**src/rtl/map_access_arbiter.sv**
```systemverilog
// Round-robin arbiter sharing the single-port map RAM between pacman and ghosts.
// Each grant runs read-destination, erase-source, write-destination, then pulses done.
module map_access_arbiter #(
  parameter int NUM_REQ = 4,
  parameter int X_W     = 6,
  parameter int Y_W     = 5,
  parameter int TILE_W  = 4,
  parameter int RAM_LAT = 1
) (
  input  logic                      CLOCK_50,
  input  logic                      reset,
  input  logic [NUM_REQ-1:0]        req,
  input  logic [NUM_REQ*X_W-1:0]    curr_x,
  input  logic [NUM_REQ*Y_W-1:0]    curr_y,
  input  logic [NUM_REQ*X_W-1:0]    next_x,
  input  logic [NUM_REQ*Y_W-1:0]    next_y,
  input  logic [NUM_REQ*TILE_W-1:0] sprite,
  input  logic [NUM_REQ*TILE_W-1:0] erase_tile,
  output logic [NUM_REQ-1:0]        grant,
  output logic                      busy,
  output logic [NUM_REQ-1:0]        done,
  output logic [TILE_W-1:0]         collision_type,
  output logic                      pill_eaten,
  output logic [Y_W+X_W-1:0]        ram_addr,
  output logic                      ram_wren,
  output logic [TILE_W-1:0]         ram_wdata,
  input  logic [TILE_W-1:0]         ram_rdata
);

  localparam int IW = (NUM_REQ > 1) ? $clog2(NUM_REQ) : 1;
  localparam int CW = (RAM_LAT > 1) ? $clog2(RAM_LAT) : 1;
  localparam logic [TILE_W-1:0] T_WALL = TILE_W'(1);
  localparam logic [TILE_W-1:0] T_PILL = TILE_W'(2);

  typedef enum logic [2:0] {
    S_IDLE, S_READ, S_CHECK, S_ERASE, S_WRITE, S_DONE
  } state_t;

  state_t              state_q, state_d;
  logic [IW-1:0]       rr_q, rr_d;
  logic [IW-1:0]       gi_q, gi_d;
  logic [NUM_REQ-1:0]  gnt_q, gnt_d;
  logic [NUM_REQ-1:0]  mask_q;
  logic [CW-1:0]       cnt_q, cnt_d;
  logic [X_W-1:0]      cx_q, cx_d, nx_q, nx_d;
  logic [Y_W-1:0]      cy_q, cy_d, ny_q, ny_d;
  logic [TILE_W-1:0]   spr_q, spr_d, ers_q, ers_d;
  logic [TILE_W-1:0]   col_q, col_d;

  logic                hit;
  logic [IW-1:0]       pick;
  logic [IW-1:0]       jj;
  int                  j;

  // first eligible requester at/after the pointer, wrapping
  always_comb begin
    hit  = 1'b0;
    pick = '0;
    jj   = '0;
    j    = 0;
    for (int i = 0; i < NUM_REQ; i++) begin
      j = int'(rr_q) + i;
      if (j >= NUM_REQ) j = j - NUM_REQ;
      jj = IW'(j);
      if (!hit && req[jj] && !mask_q[jj]) begin
        hit  = 1'b1;
        pick = jj;
      end
    end
  end

  always_comb begin
    state_d = state_q;
    rr_d    = rr_q;
    gi_d    = gi_q;
    gnt_d   = gnt_q;
    cnt_d   = cnt_q;
    cx_d    = cx_q;
    cy_d    = cy_q;
    nx_d    = nx_q;
    ny_d    = ny_q;
    spr_d   = spr_q;
    ers_d   = ers_q;
    col_d   = col_q;
    unique case (state_q)
      S_IDLE: begin
        cnt_d = '0;
        if (hit) begin
          state_d = S_READ;
          gi_d    = pick;
          gnt_d   = NUM_REQ'(1) << pick;
          cx_d    = curr_x[int'(pick)*X_W +: X_W];
          cy_d    = curr_y[int'(pick)*Y_W +: Y_W];
          nx_d    = next_x[int'(pick)*X_W +: X_W];
          ny_d    = next_y[int'(pick)*Y_W +: Y_W];
          spr_d   = sprite[int'(pick)*TILE_W +: TILE_W];
          ers_d   = erase_tile[int'(pick)*TILE_W +: TILE_W];
        end
      end
      S_READ: begin
        if (cnt_q == CW'(RAM_LAT - 1)) state_d = S_CHECK;
        else                           cnt_d   = cnt_q + 1'b1;
      end
      S_CHECK: begin
        col_d = ram_rdata;
        if (ram_rdata == T_WALL)                  state_d = S_DONE;
        else if (cx_q == nx_q && cy_q == ny_q)    state_d = S_WRITE;
        else                                      state_d = S_ERASE;
      end
      S_ERASE: state_d = S_WRITE;
      S_WRITE: state_d = S_DONE;
      S_DONE: begin
        state_d = S_IDLE;
        gnt_d   = '0;
        rr_d    = (int'(gi_q) == NUM_REQ - 1) ? '0 : IW'(gi_q + 1'b1);
      end
      default: state_d = S_IDLE;
    endcase
  end

  always_comb begin
    ram_addr  = '0;
    ram_wren  = 1'b0;
    ram_wdata = '0;
    unique case (state_q)
      S_READ:  ram_addr = {ny_q, nx_q};
      S_ERASE: begin
        ram_addr  = {cy_q, cx_q};
        ram_wdata = ers_q;
        ram_wren  = 1'b1;
      end
      S_WRITE: begin
        ram_addr  = {ny_q, nx_q};
        ram_wdata = spr_q;
        ram_wren  = 1'b1;
      end
      default: ;
    endcase
  end

  assign grant          = gnt_q;
  assign busy           = (state_q != S_IDLE);
  assign done           = (state_q == S_DONE) ? gnt_q : '0;
  assign collision_type = col_q;
  assign pill_eaten     = (state_q == S_DONE) && (gi_q == '0)
                          && (col_q == T_PILL);

  always_ff @(posedge CLOCK_50) begin
    if (!reset) begin
      state_q <= S_IDLE;
      rr_q    <= '0;
      gi_q    <= '0;
      gnt_q   <= '0;
      mask_q  <= '0;
      cnt_q   <= '0;
      cx_q    <= '0;
      cy_q    <= '0;
      nx_q    <= '0;
      ny_q    <= '0;
      spr_q   <= '0;
      ers_q   <= '0;
      col_q   <= '0;
    end else begin
      state_q <= state_d;
      rr_q    <= rr_d;
      gi_q    <= gi_d;
      gnt_q   <= gnt_d;
      mask_q  <= done;
      cnt_q   <= cnt_d;
      cx_q    <= cx_d;
      cy_q    <= cy_d;
      nx_q    <= nx_d;
      ny_q    <= ny_d;
      spr_q   <= spr_d;
      ers_q   <= ers_d;
      col_q   <= col_d;
    end
  end

endmodule
```
**config.mk**
```make
export PLATFORM = sky130hd
export DESIGN_NAME = map_access_arbiter
export DESIGN_NICKNAME = d
export VERILOG_FILES = /design/src/rtl/map_access_arbiter.sv
export SDC_FILE = /design/constraint.sdc
export NUM_CORES = 1
export LEC_CHECK = 0
export ABC_AREA = 1
export CORE_MARGIN = 3
export CORE_UTILIZATION = 47
export CTS_CLUSTER_DIAMETER = 40
export DETAILED_ROUTE_END_ITERATION = 10
export HOLD_SLACK_MARGIN = 0.12
export PLACE_DENSITY = 0.88
export SLEW_MARGIN = 20
export SYNTH_ARGS = -nofsm -noshare
export SYNTH_HDL_FRONTEND = slang
export SYNTH_SLANG_ARGS = --single-unit
```
**constraint.sdc**
```tcl
create_clock -name CLOCK_50 -period 3.2 [get_ports CLOCK_50]
set_input_delay 0.64 -clock CLOCK_50 [delete_from_list [all_inputs] [get_ports CLOCK_50]]
set_output_delay 0.64 -clock CLOCK_50 [all_outputs]
set_load 0.01 [all_outputs]
```
==> results of run 1 <==
registers in the layout (all words and copies together), names as in the netlist:
register and cells:
mask_q 4, spr_q 4, grant 4, ers_q 4
nx_q 6, collision_type 4, gi_q 2, rr_q 2
state_q 3, cx_q 6, cy_q 5, ny_q 5
final cells by class:
class / instances / area (um2)
flip-flops and latches: 49 / 981
clock inverters: 2 / 10.0
well taps: 99 / 124
inverters: 85 / 319
fillers: 621 / 2060
multi-input cells: 485 / 2200
clock buffers: 6 / 72.6
repair buffers: 167 / 1680
power by group through the flow:
stage	Combinational [mW]	Sequential [mW]	Clock, mW
final	1.39	0.860	0.354
after global routing	1.57	0.875	0.385
after CTS	1.39	0.857	0.363
after detailed placement	1.38	0.871	0
after global placement	1.35	0.860	0
after floorplan	0.942	0.857	0
worst max-delay path: cells and delay by family (launching register included):
family / cells / cell delay, ps
AOI/OAI and AO/OA: 1 / 420
and+or+nand+nor: 1 / 520
buffers and inverters: 1 / 630
DFF: 1 / 410
cells by family after synthesis:
logic type,synth area share (%)
adder cells (fa/ha/maj),0.672
AND/OR/NAND/NOR,46.7
flip-flops,26.4
AO/OA/AOI/OAI,10.6
XOR/XNOR,1.18
buffers and inverters,14.5
metal layers:
metal  vias to the layer above  wire, um  part of all wire [%]
li1                       2348         -                     -
met1                      2054      4760                    39
met2                       249      5940                    49
met3                        23      1190                   9.8
met4                         0       243                   2.0
met5                         -         0                     0
cells in the mapped netlist:
cell type	count	area share [%]
a211oi_1	1	0.20
nand4_1	2	0.34
clkbuf_1	8	0.81
and2_1	1	0.17
a21oi_2	1	0.24
o21ai_2	1	0.24
nand3_2	5	1.3
nand2_2	4	0.67
nand2_1	254	26
buf_4	2	0.40
nor4_1	2	0.34
buf_2	23	3.1
nand3_1	113	15
dfxtp_1	49	26
o21ai_0	9	1.2
nor3_1	6	0.81
nand2_4	1	0.30
nor2_1	16	1.6
a21oi_1	46	6.2
buf_6	5	1.5
inv_2	5	0.50
o22ai_1	15	2.5
ha_1	2	0.67
inv_1	80	8.1
xnor2_1	1	0.24
buf_1	1	0.10
nor2_4	1	0.30
xor2_1	4	0.94
worst max path at each step:
stage	to	depth (start not counted)	start	slack (ps)
floorplan	cy_q[2]	15	req[3]	1240
global placement	nx_q[5]	15	req[3]	400
detailed placement	nx_q[5]	15	req[0]	270
CTS	ram_addr[0]	3	state_q[0]	290
global route	ram_addr[8]	3	state_q[0]	130
finish	ram_wdata[3]	3	state_q[0]	270
==> parameters.txt, run 1 <==
Parameter                              Value

Synth
  Count of different cell masters after synthesis    28
  Number of instances in the synthesized netlist    around 660
  Flip-flop and latch count after synthesis    49
  Syn Std Cell Area    approximately 3700 um2
  Warning count from the yosys run    0
  Number of nets produced by synthesis    between 700 and 800
  Average instance area after synthesis    between 5 and 6 um2
  Post-synthesis sequential area ratio    a little over a quarter

Floorplanning
  Row count    31
  Y dimension of the die    between 90 and 100 um
  Overall die area    between 9000 and 10000 um2
  Core box area    roughly 7400 um2
  Top Ports    160
  Width of the die    95.0 um
  Initial core utilization    between 40 and 50%

STA
  Setup repair after global routing missed its margin    no
  Maximum clock skew at final layout    roughly 3.5 ps
  Final count of hold timing violations    0
  Final setup violating endpoints    0
  Count of final max-slew check failures    0
  Minimum setup slack in the final design    between 200 and 300 ps
  Minimum clock period    ~2900 ps
  Maximum clock rate    around 0.34 GHz
  Final period utilization    91.5%
  Worst slew slack as a fraction of its limit    about half
  Worst hold margin    slightly below 500 ps
  Slew of the pin with the lowest slew margin    between 700 and 800 ps
  Fin Setup TNS    0 ps

Global routing
  Maximum number of pins on one net before global-route repair    65
  GR Util All Layers    a little over a quarter
  Met2 Track Usage GR    about 47%
  Met1 demand-to-capacity share in global routing    roughly 32%
  Highest-utilization routing layer at the global route stage    met2
  Residual overflow from global routing    0
  Met3 GRT Util    ~6.1%
  Antenna violations before repair    0
  Global-route wire length before repair    between 15 and 20 mm
  Via count of the first global-routing pass    between 4000 and 5000

Clock tree
  Clock tree from TritonCTS    done
  Number of levels in the clock H-tree    2
  Post CTS Setup Buffer Count    0
  Clock Latency Late Sink    about 300 ps
  Post-CTS Resized    0
  CTS Hold Bufs    0
  Number of clock buffers inserted by TritonCTS    5
  Root Driver    clkbuf_8
  Worst-path clk slew    90 ps
  Clock sinks    49
  Worst-case clock buffer depth    2

Routing
  Count of nets left with antenna violations after detail routing    0
  Via count    4674
  Routed wire length    between 10 and 15 mm
  Average wire per cell in the routed design    roughly 14 um
  Starting DRT DRC Count    ~270
  Detailed-routing iteration count for the pre-antenna-repair pass    5
  DR vias/cell    approximately 5.2
  Post-route DRC violation count    0

Power and ir drop
  Ratio of total power to cell area    approximately 480 nW/um2
  Sum of internal, switching and leakage power    2.60 mW
  Maximum vdd drop    between 0.2 and 0.25 mV
  Internal power consumption    approximately 1.5 mW
  Share of total power consumed by net switching    a little over two fifths
  Clock power share    between 10% and 20%
  Leakage component of the power    2.61 nW
  Psw    ~1.1 mW
  Part of the power in registers    between 30% and 40%
  Logic gate share of total power    53.4%

Min path
  Worst Hold Endpoint    mask_q[3]
  Hold Path Class    flip-flop to flip-flop
  Worst hold path depth    2
  Origin of the worst min-delay path    grant[3]

Worst setup path
  Kind of start point of the critical path    flip-flop
  Delay of the slowest cell on the worst path    630 ps
  Reg-to-Reg End    nx_q[5]
  Standard cell with the maximum stage delay on the critical path    clkdlybuf4s50_1
  Cells along the critical path    nand3_1 > o22ai_1 > clkdlybuf4s50_1
  Required time at the endpoint of the critical path    approximately 2600 ps
  CP Class    flip-flop to output port
  Critical register-to-register path startpoint    rr_q[0]
  R2R cell count    15
  FF-to-FF setup slack    around 560 ps
  Largest driver fanout on the critical path    16
  Setup crit end kind    output port
  Arr. time, crit path    approximately 2300 ps

Placement
  Post-Place Cells    a little under 900
  Half-perimeter wire length of the detailed placement result    between 9 and 10 mm
  Quantity of I/O buffers inserted on ports    roughly 160
  Placed standard-cell area    5300 um2
  Setup slack at placement    roughly 270 ps
  Routability-driven placement congestion ratio    0.951

Finish
  # diodes    0
  Share of post-route cells with drive strength above 1    ~4.2%
  Post-layout instance count excluding filler cells    slightly below 900
  Design Area, Final    approximately 5400 um2
  Total number of nets in the final design    approximately 930
  Top library cells by usage in the layout, fill and taps aside    nand2_1 (254), clkdlybuf4s50_1 (159), nand3_1 (113)
  Most common cell after layout, fill and taps aside    nand2_1
  Utilization of the core after routing    72.3%
  Layout-stage area growth over the synthesis result    44.7%

Run
  Max Cap Viol    0

Outcome
  Outcome    completed
(Power assumes the default switching activity.)
==> inputs of run 2 (changes only) <==
--- a/config.mk
+++ b/config.mk
@@ -12,6 +12,7 @@
 export DETAILED_ROUTE_END_ITERATION = 10
 export HOLD_SLACK_MARGIN = 0.12
 export PLACE_DENSITY = 0.88
+export SETUP_SLACK_MARGIN = 0.1
 export SLEW_MARGIN = 20
 export SYNTH_ARGS = -nofsm -noshare
 export SYNTH_HDL_FRONTEND = slang
==> results of run 2 <==
The final DEF is identical to that of run 1; final timing and power are the same.
